### src/rtl/seq_alu_pkg.sv
// Purpose : shared op codes and FSM state type for the sequential ALU.
// Latency : n/a (declarations only).
// Backpressure: n/a.
package alu_pkg;

   // Operation codes on the 4-bit op bus; 0, 14 and 15 are illegal.
   localparam logic [3:0] OP_ADD  = 4'd1;
   localparam logic [3:0] OP_SUB  = 4'd2;
   localparam logic [3:0] OP_MUL  = 4'd3;
   localparam logic [3:0] OP_DIV  = 4'd4;
   localparam logic [3:0] OP_SHR  = 4'd5;
   localparam logic [3:0] OP_SHRA = 4'd6;
   localparam logic [3:0] OP_SHL  = 4'd7;
   localparam logic [3:0] OP_ROR  = 4'd8;
   localparam logic [3:0] OP_ROL  = 4'd9;
   localparam logic [3:0] OP_AND  = 4'd10;
   localparam logic [3:0] OP_OR   = 4'd11;
   localparam logic [3:0] OP_NEG  = 4'd12;
   localparam logic [3:0] OP_NOT  = 4'd13;

   typedef enum logic [1:0] {
      IDLE = 2'd0,
      MUL  = 2'd1,
      DIV  = 2'd2,
      DONE = 2'd3
   } state_t;

endpackage

### src/rtl/seq_alu_if.sv
// Purpose : control-unit <-> ALU request/result bundle.
// Latency : n/a (wires only). Ports: start/op/A/B (request), busy/done/C (+z/n/v/dz with ALU_FLAGS_EN).
// Backpressure: none; the requester watches busy/done and only pulses start when the ALU is idle.
interface seq_alu_if #(
   parameter int W = 32
);
   logic           start;
   logic [3:0]     op;
   logic [W-1:0]   A;
   logic [W-1:0]   B;
   logic           busy;
   logic           done;
   logic [2*W-1:0] C;
`ifdef ALU_FLAGS_EN
   logic           z;
   logic           n;
   logic           v;
   logic           dz;

   modport master (output start, op, A, B, input busy, done, C, z, n, v, dz);
   modport slave  (input start, op, A, B, output busy, done, C, z, n, v, dz);
`else
   modport master (output start, op, A, B, input busy, done, C);
   modport slave  (input start, op, A, B, output busy, done, C);
`endif
endinterface

### src/rtl/seq_muldiv.sv
// Purpose : iterative signed core: radix-2 Booth multiply or restoring divide (magnitude + sign fix-up).
// Latency : go at cycle t loads operands; W steps run t+1..t+W, fin and hi/lo valid combinationally at t+W.
// Backpressure: none; go while a run is active restarts the core with the new operands.
// Ports: clk, rst (sync, active high), go, is_div, a, b -> hi, lo, fin.
module seq_muldiv #(
   parameter int W = 32
) (
   input  logic         clk,
   input  logic         rst,
   input  logic         go,
   input  logic         is_div,
   input  logic [W-1:0] a,
   input  logic [W-1:0] b,
   output logic [W-1:0] hi,
   output logic [W-1:0] lo,
   output logic         fin
);
   localparam int CW = $clog2(W);

   // r: Booth accumulator (one guard bit) or partial remainder
   // x: Booth multiplier / shifting dividend that fills with quotient bits
   // m: multiplicand or divisor magnitude
   logic [W:0]    r_q, r_d;
   logic [W-1:0]  x_q, x_d;
   logic [W-1:0]  m_q, m_d;
   logic          e_q, e_d;        // Booth q[-1] bit
   logic          div_q, div_d;
   logic          negq_q, negq_d;  // quotient must be negated
   logic          negr_q, negr_d;  // remainder must be negated
   logic          act_q, act_d;
   logic [CW-1:0] cnt_q, cnt_d;

   logic [W:0]    r_s, sum, sh, m_ext;
   logic [W-1:0]  x_s;
   logic          e_s, qbit;

   // One iteration of whichever algorithm is loaded.
   always_comb begin
      m_ext = {m_q[W-1], m_q};
      sum   = r_q;
      sh    = '0;
      qbit  = 1'b0;
      r_s   = r_q;
      x_s   = x_q;
      e_s   = e_q;
      if (div_q) begin
         sh   = {r_q[W-1:0], x_q[W-1]};
         qbit = (sh >= {1'b0, m_q});
         r_s  = qbit ? (sh - {1'b0, m_q}) : sh;
         x_s  = {x_q[W-2:0], qbit};
      end else begin
         case ({x_q[0], e_q})
            2'b01:   sum = r_q + m_ext;
            2'b10:   sum = r_q - m_ext;
            default: sum = r_q;
         endcase
         // arithmetic shift right of {acc, multiplier, q[-1]}
         r_s = {sum[W], sum[W:1]};
         x_s = {sum[0], x_q[W-1:1]};
         e_s = x_q[0];
      end
   end

   assign fin = act_q && (cnt_q == CW'(W - 1));

   // Outputs reflect the final step so the owner can register them on the fin edge.
   always_comb begin
      lo = x_s;
      hi = r_s[W-1:0];
      if (div_q) begin
         lo = negq_q ? (-x_s) : x_s;
         hi = negr_q ? (-r_s[W-1:0]) : r_s[W-1:0];
      end
   end

   always_comb begin
      r_d    = r_q;
      x_d    = x_q;
      m_d    = m_q;
      e_d    = e_q;
      div_d  = div_q;
      negq_d = negq_q;
      negr_d = negr_q;
      act_d  = act_q;
      cnt_d  = cnt_q;
      if (go) begin
         r_d    = '0;
         e_d    = 1'b0;
         div_d  = is_div;
         act_d  = 1'b1;
         cnt_d  = '0;
         negq_d = is_div & (a[W-1] ^ b[W-1]);
         negr_d = is_div & a[W-1];
         if (is_div) begin
            x_d = a[W-1] ? (-a) : a;
            m_d = b[W-1] ? (-b) : b;
         end else begin
            x_d = a;
            m_d = b;
         end
      end else if (act_q) begin
         r_d   = r_s;
         x_d   = x_s;
         e_d   = e_s;
         cnt_d = cnt_q + 1'b1;
         if (fin) act_d = 1'b0;
      end
   end

   always_ff @(posedge clk) begin
      if (rst) begin
         r_q    <= '0;
         x_q    <= '0;
         m_q    <= '0;
         e_q    <= 1'b0;
         div_q  <= 1'b0;
         negq_q <= 1'b0;
         negr_q <= 1'b0;
         act_q  <= 1'b0;
         cnt_q  <= '0;
      end else begin
         r_q    <= r_d;
         x_q    <= x_d;
         m_q    <= m_d;
         e_q    <= e_d;
         div_q  <= div_d;
         negq_q <= negq_d;
         negr_q <= negr_d;
         act_q  <= act_d;
         cnt_q  <= cnt_d;
      end
   end

endmodule

### src/rtl/seq_alu.sv
// Purpose : multi-cycle ALU (FSM, simple-op datapath, result register); optional flags with ALU_FLAGS_EN.
// Latency : simple ops and DIV by zero done at t+1; MUL/DIV busy t+1..t+W, done at t+W+1.
// Backpressure: start is only honoured in IDLE; anything else is dropped, never queued.
// Ports: clk, rst (sync, active high), bus (seq_alu_if.slave: start/op/A/B in, busy/done/C out).
module seq_alu #(
   parameter int W = 32
) (
   input  logic   clk,
   input  logic   rst,
   seq_alu_if.slave bus
);
   import alu_pkg::*;

   localparam logic [W-1:0] WV = W'(W);

   state_t         state_q, state_d;
   logic [2*W-1:0] c_q, c_d;
   logic           go, fin;
   logic [W-1:0]   md_hi, md_lo;
   logic [W-1:0]   amt, add_r, sub_r, neg_r, simple_lo;

   seq_muldiv #(.W(W)) u_muldiv (
      .clk    (clk),
      .rst    (rst),
      .go     (go),
      .is_div (bus.op == OP_DIV),
      .a      (bus.A),
      .b      (bus.B),
      .hi     (md_hi),
      .lo     (md_lo),
      .fin    (fin)
   );

   // Single-cycle datapath, evaluated on the request inputs in the accept cycle.
   // B mod W equals the low $clog2(W) bits of B whenever W is a power of two.
   always_comb begin
      amt   = bus.B % WV;
      add_r = bus.A + bus.B;
      sub_r = bus.A - bus.B;
      neg_r = '0 - bus.A;
      case (bus.op)
         OP_ADD:  simple_lo = add_r;
         OP_SUB:  simple_lo = sub_r;
         OP_SHR:  simple_lo = bus.A >> amt;
         OP_SHRA: simple_lo = $signed(bus.A) >>> amt;
         OP_SHL:  simple_lo = bus.A << amt;
         // a shift by W-0 = W yields zero, so amt 0 returns A unchanged
         OP_ROR:  simple_lo = (bus.A >> amt) | (bus.A << (WV - amt));
         OP_ROL:  simple_lo = (bus.A << amt) | (bus.A >> (WV - amt));
         OP_AND:  simple_lo = bus.A & bus.B;
         OP_OR:   simple_lo = bus.A | bus.B;
         OP_NEG:  simple_lo = neg_r;
         OP_NOT:  simple_lo = ~bus.A;
         default: simple_lo = '0;  // MUL/DIV use the core; illegal codes give 0
      endcase
   end

   always_comb begin
      state_d = state_q;
      c_d     = c_q;
      go      = 1'b0;
      case (state_q)
         IDLE: begin
            if (bus.start) begin
               if (bus.op == OP_MUL) begin
                  go      = 1'b1;
                  state_d = MUL;
               end else if (bus.op == OP_DIV && bus.B != '0) begin
                  go      = 1'b1;
                  state_d = DIV;
               end else begin
                  state_d = DONE;
                  // divide by zero skips the core entirely
                  c_d = (bus.op == OP_DIV) ? {bus.A, {W{1'b1}}} : {{W{1'b0}}, simple_lo};
               end
            end
         end
         MUL, DIV: begin
            if (fin) begin
               c_d     = {md_hi, md_lo};
               state_d = DONE;
            end
         end
         DONE:    state_d = IDLE;
         default: state_d = IDLE;
      endcase
   end

   always_ff @(posedge clk) begin
      if (rst) begin
         state_q <= IDLE;
         c_q     <= '0;
      end else begin
         state_q <= state_d;
         c_q     <= c_d;
      end
   end

   assign bus.busy = (state_q == MUL) || (state_q == DIV);
   assign bus.done = (state_q == DONE);
   assign bus.C    = c_q;

`ifdef ALU_FLAGS_EN
   logic z_q, z_d, n_q, n_d, v_q, v_d, dz_q, dz_d;
   logic ovf, idle_simple;

   always_comb begin
      case (bus.op)
         OP_ADD:  ovf = (bus.A[W-1] == bus.B[W-1]) && (add_r[W-1] != bus.A[W-1]);
         OP_SUB:  ovf = (bus.A[W-1] != bus.B[W-1]) && (sub_r[W-1] != bus.A[W-1]);
         OP_NEG:  ovf = (bus.A == {1'b1, {(W-1){1'b0}}});
         default: ovf = 1'b0;
      endcase
   end

   // Flags load exactly when C loads, i.e. on the edge into DONE.
   always_comb begin
      z_d  = z_q;
      n_d  = n_q;
      v_d  = v_q;
      dz_d = dz_q;
      idle_simple = (state_q == IDLE) && (bus.op != OP_MUL) && (bus.op != OP_DIV);
      if (state_d == DONE && state_q != DONE) begin
         z_d  = (c_d == '0);
         n_d  = idle_simple ? c_d[W-1] : c_d[2*W-1];
         v_d  = (state_q == IDLE) && ovf;
         dz_d = (state_q == IDLE) && (bus.op == OP_DIV);
      end
   end

   always_ff @(posedge clk) begin
      if (rst) begin
         z_q  <= 1'b0;
         n_q  <= 1'b0;
         v_q  <= 1'b0;
         dz_q <= 1'b0;
      end else begin
         z_q  <= z_d;
         n_q  <= n_d;
         v_q  <= v_d;
         dz_q <= dz_d;
      end
   end

   assign bus.z  = z_q;
   assign bus.n  = n_q;
   assign bus.v  = v_q;
   assign bus.dz = dz_q;
`endif

endmodule
### src/flat_wrapper.sv
// flat-port wrapper written by rule: the top's interface ports become plain ports
module seq_alu_flat import alu_pkg::*;
#(
   parameter int W = 32
)
  (clk, rst, bus_start, bus_op, bus_A, bus_B, bus_busy, bus_done, bus_C);
  seq_alu_if #(.W(W)) bus_i ();
  input  logic clk;
  input  logic rst;
  input wire logic [$bits(bus_i.start)-1:0] bus_start;
  input wire logic [$bits(bus_i.op)-1:0] bus_op;
  input wire logic [$bits(bus_i.A)-1:0] bus_A;
  input wire logic [$bits(bus_i.B)-1:0] bus_B;
  output wire logic [$bits(bus_i.busy)-1:0] bus_busy;
  output wire logic [$bits(bus_i.done)-1:0] bus_done;
  output wire logic [$bits(bus_i.C)-1:0] bus_C;
  assign bus_i.start = bus_start;
  assign bus_i.op = bus_op;
  assign bus_i.A = bus_A;
  assign bus_i.B = bus_B;
  assign bus_busy = bus_i.busy;
  assign bus_done = bus_i.done;
  assign bus_C = bus_i.C;
  seq_alu #(.W(W)) u_core (.clk(clk), .rst(rst), .bus(bus_i));
endmodule
### config.mk
export PLATFORM = sky130hd
export DESIGN_NAME = seq_alu_flat
export DESIGN_NICKNAME = d
export VERILOG_FILES = /design/src/rtl/seq_alu_pkg.sv /design/src/rtl/seq_alu_if.sv /design/src/rtl/seq_muldiv.sv /design/src/rtl/seq_alu.sv /design/src/flat_wrapper.sv
export SDC_FILE = /design/constraint.sdc
export NUM_CORES = 2
export LEC_CHECK = 0
export ABC_AREA = 1
export CORE_UTILIZATION = 64
export DETAILED_ROUTE_END_ITERATION = 16
export MAX_ROUTING_LAYER = met4
export PLACE_DENSITY = 0.94
export SYNTH_ARGS = -nofsm -noshare
export SYNTH_HDL_FRONTEND = slang
export SYNTH_SLANG_ARGS = --single-unit
### constraint.sdc
create_clock -name clk -period 6.45 [get_ports clk]
set_input_delay 1.29 -clock clk [delete_from_list [all_inputs] [get_ports clk]]
set_output_delay 1.29 -clock clk [all_outputs]
set_load 0.05 [all_outputs]
==> results.txt, run 1 <==
The run stopped with a tool error. The stage at which the run stopped was global routing. The first error in the log reads "[ERROR GRT-0116] Global routing finished with congestion. Check the congestion regions in the DRC Viewer".

The die height came out at 209 um. For this run, the leading register cell type out of synthesis is sky130_fd_sc_hd__dfxtp_1. The number of synthesized flops with an enable pin came out at 0.

In this run the horizontal extent of the chip is 209 um. The longest clock path from root to sink contains 2 buffers. Row generation in the floorplan step produced 75 rows. The proportion of netlist area held by the largest area contributor was 0.193; the starting utilization of the core area was 0.652. A synthesized cell averages 5.42 sq um. The share of the yosys chip area belonging to registers came out at 0.126. The logs give 74 for the largest net degree at the start of global routing and 0 for the count of yosys warnings during synthesis. The run gives 0 as the count of buffers added by post-CTS timing repair for setup. The async set or reset register ratio after synthesis came out at 0.

Buffers inserted during clock tree synthesis total 17. The clock sink count is 173. At the end of routability-driven placement, the weighted congestion stood at 1.50.

The run gives 27400 sq um as the cell area after synthesis. The post-cts sizing count was 0. The number of global-route vias before repair was 36200; the overall fraction of global-route tracks in use was 0.628.

Largest area contributor in the synthesized netlist: sky130_fd_sc_hd__nand2_1. The register bit count reported by yosys was 173. Counting every net in the synthesized netlist gives 5239.

Level count of the clock H-tree: 4. The number of different library cells in the post-synthesis netlist was 65. For the number of placed I/O pins, the log shows 137. The dominant cell by count in the synthesized netlist was sky130_fd_sc_hd__nand2_1. By area the synthesized netlist is led by sky130_fd_sc_hd__nand2_1 (19%), sky130_fd_sc_hd__dfxtp_1 (13%), sky130_fd_sc_hd__o21ai_0 (11%).

After technology mapping, the gate count stands at 5053. Buffers inserted to repair hold after CTS numbered 0. CTS root buffer: sky130_fd_sc_hd__clkbuf_16.

Global routing finished with a remaining overflow of 115. The first global-routing pass estimated 208 mm of wire. Input and output buffers added on the ports amount to 136. The estimated wirelength of the detail-placed design came out at 92.7 mm.

Ranked by instance count, the synthesized netlist is headed by sky130_fd_sc_hd__nand2_1 (1412), sky130_fd_sc_hd__inv_1 (629), sky130_fd_sc_hd__o21ai_0 (596).
## routing by layer
| layer | overflow | GRT usage |
|---|---|---|
| met4 | 48 | 0.608 |
| met2 | 64 | 0.786 |
| met1 | 1 | 0.647 |
| met5 | - | - |
| met3 | 2 | 0.401 |
## cell families after synthesis
logic type / Yosys count / synth area share
AOI/OAI and AO/OA: 1316 / 0.274
adders and majority gates: 115 / 0.0533
muxes: 22 / 0.00804
DFF: 173 / 0.126
xor gates and xnor gates: 105 / 0.0336
and+or+nand+nor: 2402 / 0.374
buffers and inverters: 920 / 0.131
## through the flow
| stage | instance area, sq um | utilization | hold slack [ps] | cells | setup slack (ps) |
|---|---|---|---|---|---|
| after global placement | 28900 | 0.688 | 452 | 5549 | 622 |
| after CTS | 29600 | 0.703 | 466 | 5581 | 871 |
| after floorplan | 27400 | - | 445 | 5053 | 586 |
| after detailed placement | 28900 | 0.688 | 455 | 5549 | 408 |
==> inputs of run 2 (changes only) <==
--- a/config.mk
+++ b/config.mk
@@ -6,10 +6,9 @@
 export NUM_CORES = 2
 export LEC_CHECK = 0
 export ABC_AREA = 1
-export CORE_UTILIZATION = 64
+export CORE_UTILIZATION = 40
 export DETAILED_ROUTE_END_ITERATION = 16
-export MAX_ROUTING_LAYER = met4
-export PLACE_DENSITY = 0.94
+export PLACE_DENSITY_LB_ADDON = 0.15
 export SYNTH_ARGS = -nofsm -noshare
 export SYNTH_HDL_FRONTEND = slang
 export SYNTH_SLANG_ARGS = --single-unit
==> results.txt, run 2 <==
The run finished with clean final reports. The post-route clock period utilization works out to 0.896. The register bit count reported by yosys came out at 173. In the final routed layout, each cell accounts on average for 27.2 um. The number of flip-flops under the largest register name works out to 64.

The tools report the capture endpoint of the worst hold path as u_core.bus.C[7]$_SDFFE_PP0P_. The async set or reset register ratio after synthesis was 0; the total non-filler cell area in the finished layout was 30300 sq um. The number of synthesized flops with an enable pin was 0.

The first detailed-routing pass took 8 iterations. sky130_fd_sc_hd__nand2_1 takes more of the synthesized area than any other cell. For the count of yosys warnings during synthesis, the log shows 0. Source of the worst hold timing path: u_core.bus.C[7]$_SDFFE_PP0P_. The post-synthesis area per instance was 5.42 sq um; the cell depth of the worst flop-to-flop path was 34. The initialized floorplan defines 95 standard-cell rows. The netlist uses 65 different library cells. Top routing layer in use: met5. Buffers placed on the I/O ports in this run total 136. The count of endpoints failing hold in the final timing report is 0. Prior to clock tree synthesis, the placed netlist has a worst setup slack of 482 ps. The area growth from synthesis to layout is 10.8%. Wire segments on met3 add up to 13.1 mm in the final route.

For this design, the CTS-stage hold fixing added 0 buffers. The detailed router put a total of 58.5 mm of wire on met1. The root buffer cell chosen for the clock tree is sky130_fd_sc_hd__clkbuf_16. The routed via count was 36300.

The DRC marker count from the first detailed-route iteration is 4204, and the end-of-flow core utilization is 0.449. The H-tree was split into 4 levels. The clock period minus final worst setup slack came out at 5780 ps. Least setup slack across all paths after layout: 671 ps. The number of global-route vias before repair is 33800, and the final estimated routing congestion in global placement is 1.10. In this run the worst path has a maximum fanout of 52. The run gives 231 mm as the first-pass GRT wire length. The proportion of netlist area held by the largest area contributor is 0.193. Across the run, the number of max-cap violations was 0.

The cell area reported after detailed placement was 29700 sq um. For this design the ratio of total power to cell area is 308 nW/um^2. Setup violations remaining at the end of the flow were counted as 0. The tools report the post-cts sizing count as 0. The library cells used most frequently in the layout, excluding fill and tap cells, are sky130_fd_sc_hd__nand2_1 (1411), sky130_fd_sc_hd__inv_1 (625), sky130_fd_sc_hd__o21ai_0 (596).

For the pin with the worst max-slew slack, the measured transition is 1270 ps. The critical path is of the primary input to register type. TritonCTS built the clock tree.

The ratio of routed vias to standard cells came out at 6.09. Dominant cell by count in the synthesized netlist: sky130_fd_sc_hd__nand2_1. Setup total negative slack on the finished layout was measured at 0 ps.

For the worst-skew pair, the clock arrives at the later sink with an insertion delay of 500 ps. Overall fraction of global-route tracks in use: 0.454. Static timing analysis puts the maximum clock frequency at 173 MHz. In the post-synthesis netlist, the biggest area contributors are sky130_fd_sc_hd__nand2_1 (19%), sky130_fd_sc_hd__dfxtp_1 (13%), sky130_fd_sc_hd__o21ai_0 (11%). The count of buffers added by post-CTS timing repair for setup is 0.

The clock passes through at most 2 buffers. Post-synth net total: 5239. Most common library cell in the layout ignoring fill and taps: sky130_fd_sc_hd__nand2_1.

The die covers 69500 sq um. The endpoint of the most critical register-to-register path was u_core.bus.C[63]$_SDFFE_PP0P_. The tightest hold path in the finished design has a slack of 466 ps. Dominant synthesized flop cell: sky130_fd_sc_hd__dfxtp_1. Setup repair after global routing left no endpoint under its margin. Clock-pin slew was measured on the worst setup and hold paths at 80 ps. The type of the worst min-delay path is register to register.

The signal arrival time at the worst endpoint was 6140 ps; the hold path depth was 2. The run gives 67500 sq um as the core footprint. The run gives 0.144 as the relative slew slack. STA classifies the critical path endpoint as a register.

For the number of standard cells after synthesis, the log shows 5053. The tools report the starting utilization of the core area as 0.406. Total length of routed met2 wires: 71.8 mm. The commonest cells after synthesis are sky130_fd_sc_hd__nand2_1 (1412), sky130_fd_sc_hd__inv_1 (629), sky130_fd_sc_hd__o21ai_0 (596). The share of the yosys chip area belonging to registers was 0.126; the global-route congestion overflow total was 0. Entering global routing, the biggest net connects 73 pins. The peak ir drop on the vdd network is 0.236 mV.

The logs give 5261 for the net count of the finished layout and 760 ps for the flop-to-flop setup slack. The tools report the clock sink count as 173. For this block, the routed nets add up to 162 mm of wire.

For the final number of max-transition violations, the log shows 0. The kind of launch point of the worst setup path is a primary input. The initial antenna violation count came out at 4. Summed over all nets, the half-perimeter wirelength after detailed placement is 130 mm. Counting the buffers created by CTS gives 17. 137 I/O pins were placed. The run gives 0 as the post-detailed-route count of antenna-violating nets.

In this run the critical register-to-register path is launched from u_core.u_muldiv.m_q[1]$_SDFFE_PP0P_. The logs give 0 for the final routed DRC violation total and 27400 sq um for the cell area after synthesis. Measured along the x axis, the die boundary spans 264 um.

From bottom edge to top edge, the die measures 264 um. The share of cells above drive strength 1 was 0.0621; the worst-case clock skew was 22.7 ps. In this run the static leakage power is 14.6 nW. For the worst endpoint required time, the log shows 6810 ps.
==> run 2: power by group <==
| part | leakage (nW) | internal, mW | switching, mW |
|---|---|---|---|
| clock | 0.294 | 0.555 | 0.561 |
| sequential | 1.41 | 1.25 | 0.159 |
| combinational | 12.9 | 1.84 | 4.98 |
==> run 2: final cells by class <==
cell class                 instances  area (sq um)
fill                            7703         37200
inverter                         663          2490
multi-input combinational       3960         20400
timing repair buffer             260          2300
antenna                            2          5.00
tap                              873          1090
sequential                       173          3470
clock buffer                      18           429
clock inverter                    14           174
==> run 2: layer usage <==
metal / vias to the layer above / global-route usage
met1: 16800 / 0.502
met5: - / 0
met2: 2023 / 0.729
li1: 16800 / -
met3: 646 / 0.0825
met4: 2 / 0.447
==> run 2: worst max path at each step <==
stage,startpoint,cells after the start,slack (ps),to
floorplan,bus_B[1],32,590,u_core.bus.C[31]$_SDFFE_PP0P_
CTS,u_core.u_muldiv.m_q[1]$_SDFFE_PP0P_,34,840,u_core.bus.C[63]$_SDFFE_PP0P_
global placement,bus_B[3],28,500,u_core.bus.C[31]$_SDFFE_PP0P_
finish,bus_op[2],20,670,u_core.bus.C[11]$_SDFFE_PP0P_
detailed placement,bus_B[3],28,480,u_core.bus.C[31]$_SDFFE_PP0P_
global route,u_core.u_muldiv.m_q[1]$_SDFFE_PP0P_,35,130,u_core.bus.C[63]$_SDFFE_PP0P_
==> run 2: through the flow <==
| stage | total power, mW | std cells |
|---|---|---|
| 6_report | 9.35 | 5963 |
| 5_1_grt | 9.85 | 5961 |
| 4_1_cts | 9.17 | 5961 |
| 3_5_place_dp | 8.05 | 5929 |
| 3_3_place_gp | 8.06 | 5929 |
| 2_1_floorplan | 5.65 | 5053 |
==> run 2: kinds of logic (layout without fill, tap and decap cells) <==
| kind of cell | count (synthesis) | after routing | share of synthesized area |
|---|---|---|---|
| other | 0 | 2 | 0 |
| and+or+nand+nor | 2402 | 2402 | 0.374 |
| AOI/OAI and AO/OA | 1316 | 1316 | 0.274 |
| buffers and inverters | 920 | 955 | 0.131 |
| adders and majority gates | 115 | 115 | 0.0533 |
| DFF | 173 | 173 | 0.126 |
| muxes | 22 | 22 | 0.00804 |
| xor gates and xnor gates | 105 | 105 | 0.0336 |
==> run 2: critical path, stage by stage <==
cell and delay [ps]:
sky130_fd_sc_hd__clkdlybuf4s50_1 570, sky130_fd_sc_hd__nor2_1 230, sky130_fd_sc_hd__inv_1 80, sky130_fd_sc_hd__nor2_1 240
sky130_fd_sc_hd__clkinv_1 200, sky130_fd_sc_hd__buf_4 320, sky130_fd_sc_hd__nand2_1 120, sky130_fd_sc_hd__o21ai_0 90
sky130_fd_sc_hd__ha_1 350, sky130_fd_sc_hd__a21oi_1 230, sky130_fd_sc_hd__o211ai_1 170, sky130_fd_sc_hd__nand4_1 100
sky130_fd_sc_hd__nand2_1 120, sky130_fd_sc_hd__buf_4 180, sky130_fd_sc_hd__o21ai_0 150, sky130_fd_sc_hd__a21oi_1 80
sky130_fd_sc_hd__nor4_1 270, sky130_fd_sc_hd__nand3_1 520, sky130_fd_sc_hd__o21ai_0 640, sky130_fd_sc_hd__a31oi_1 140
No activity file was read; power rests on OpenSTA's default activity.
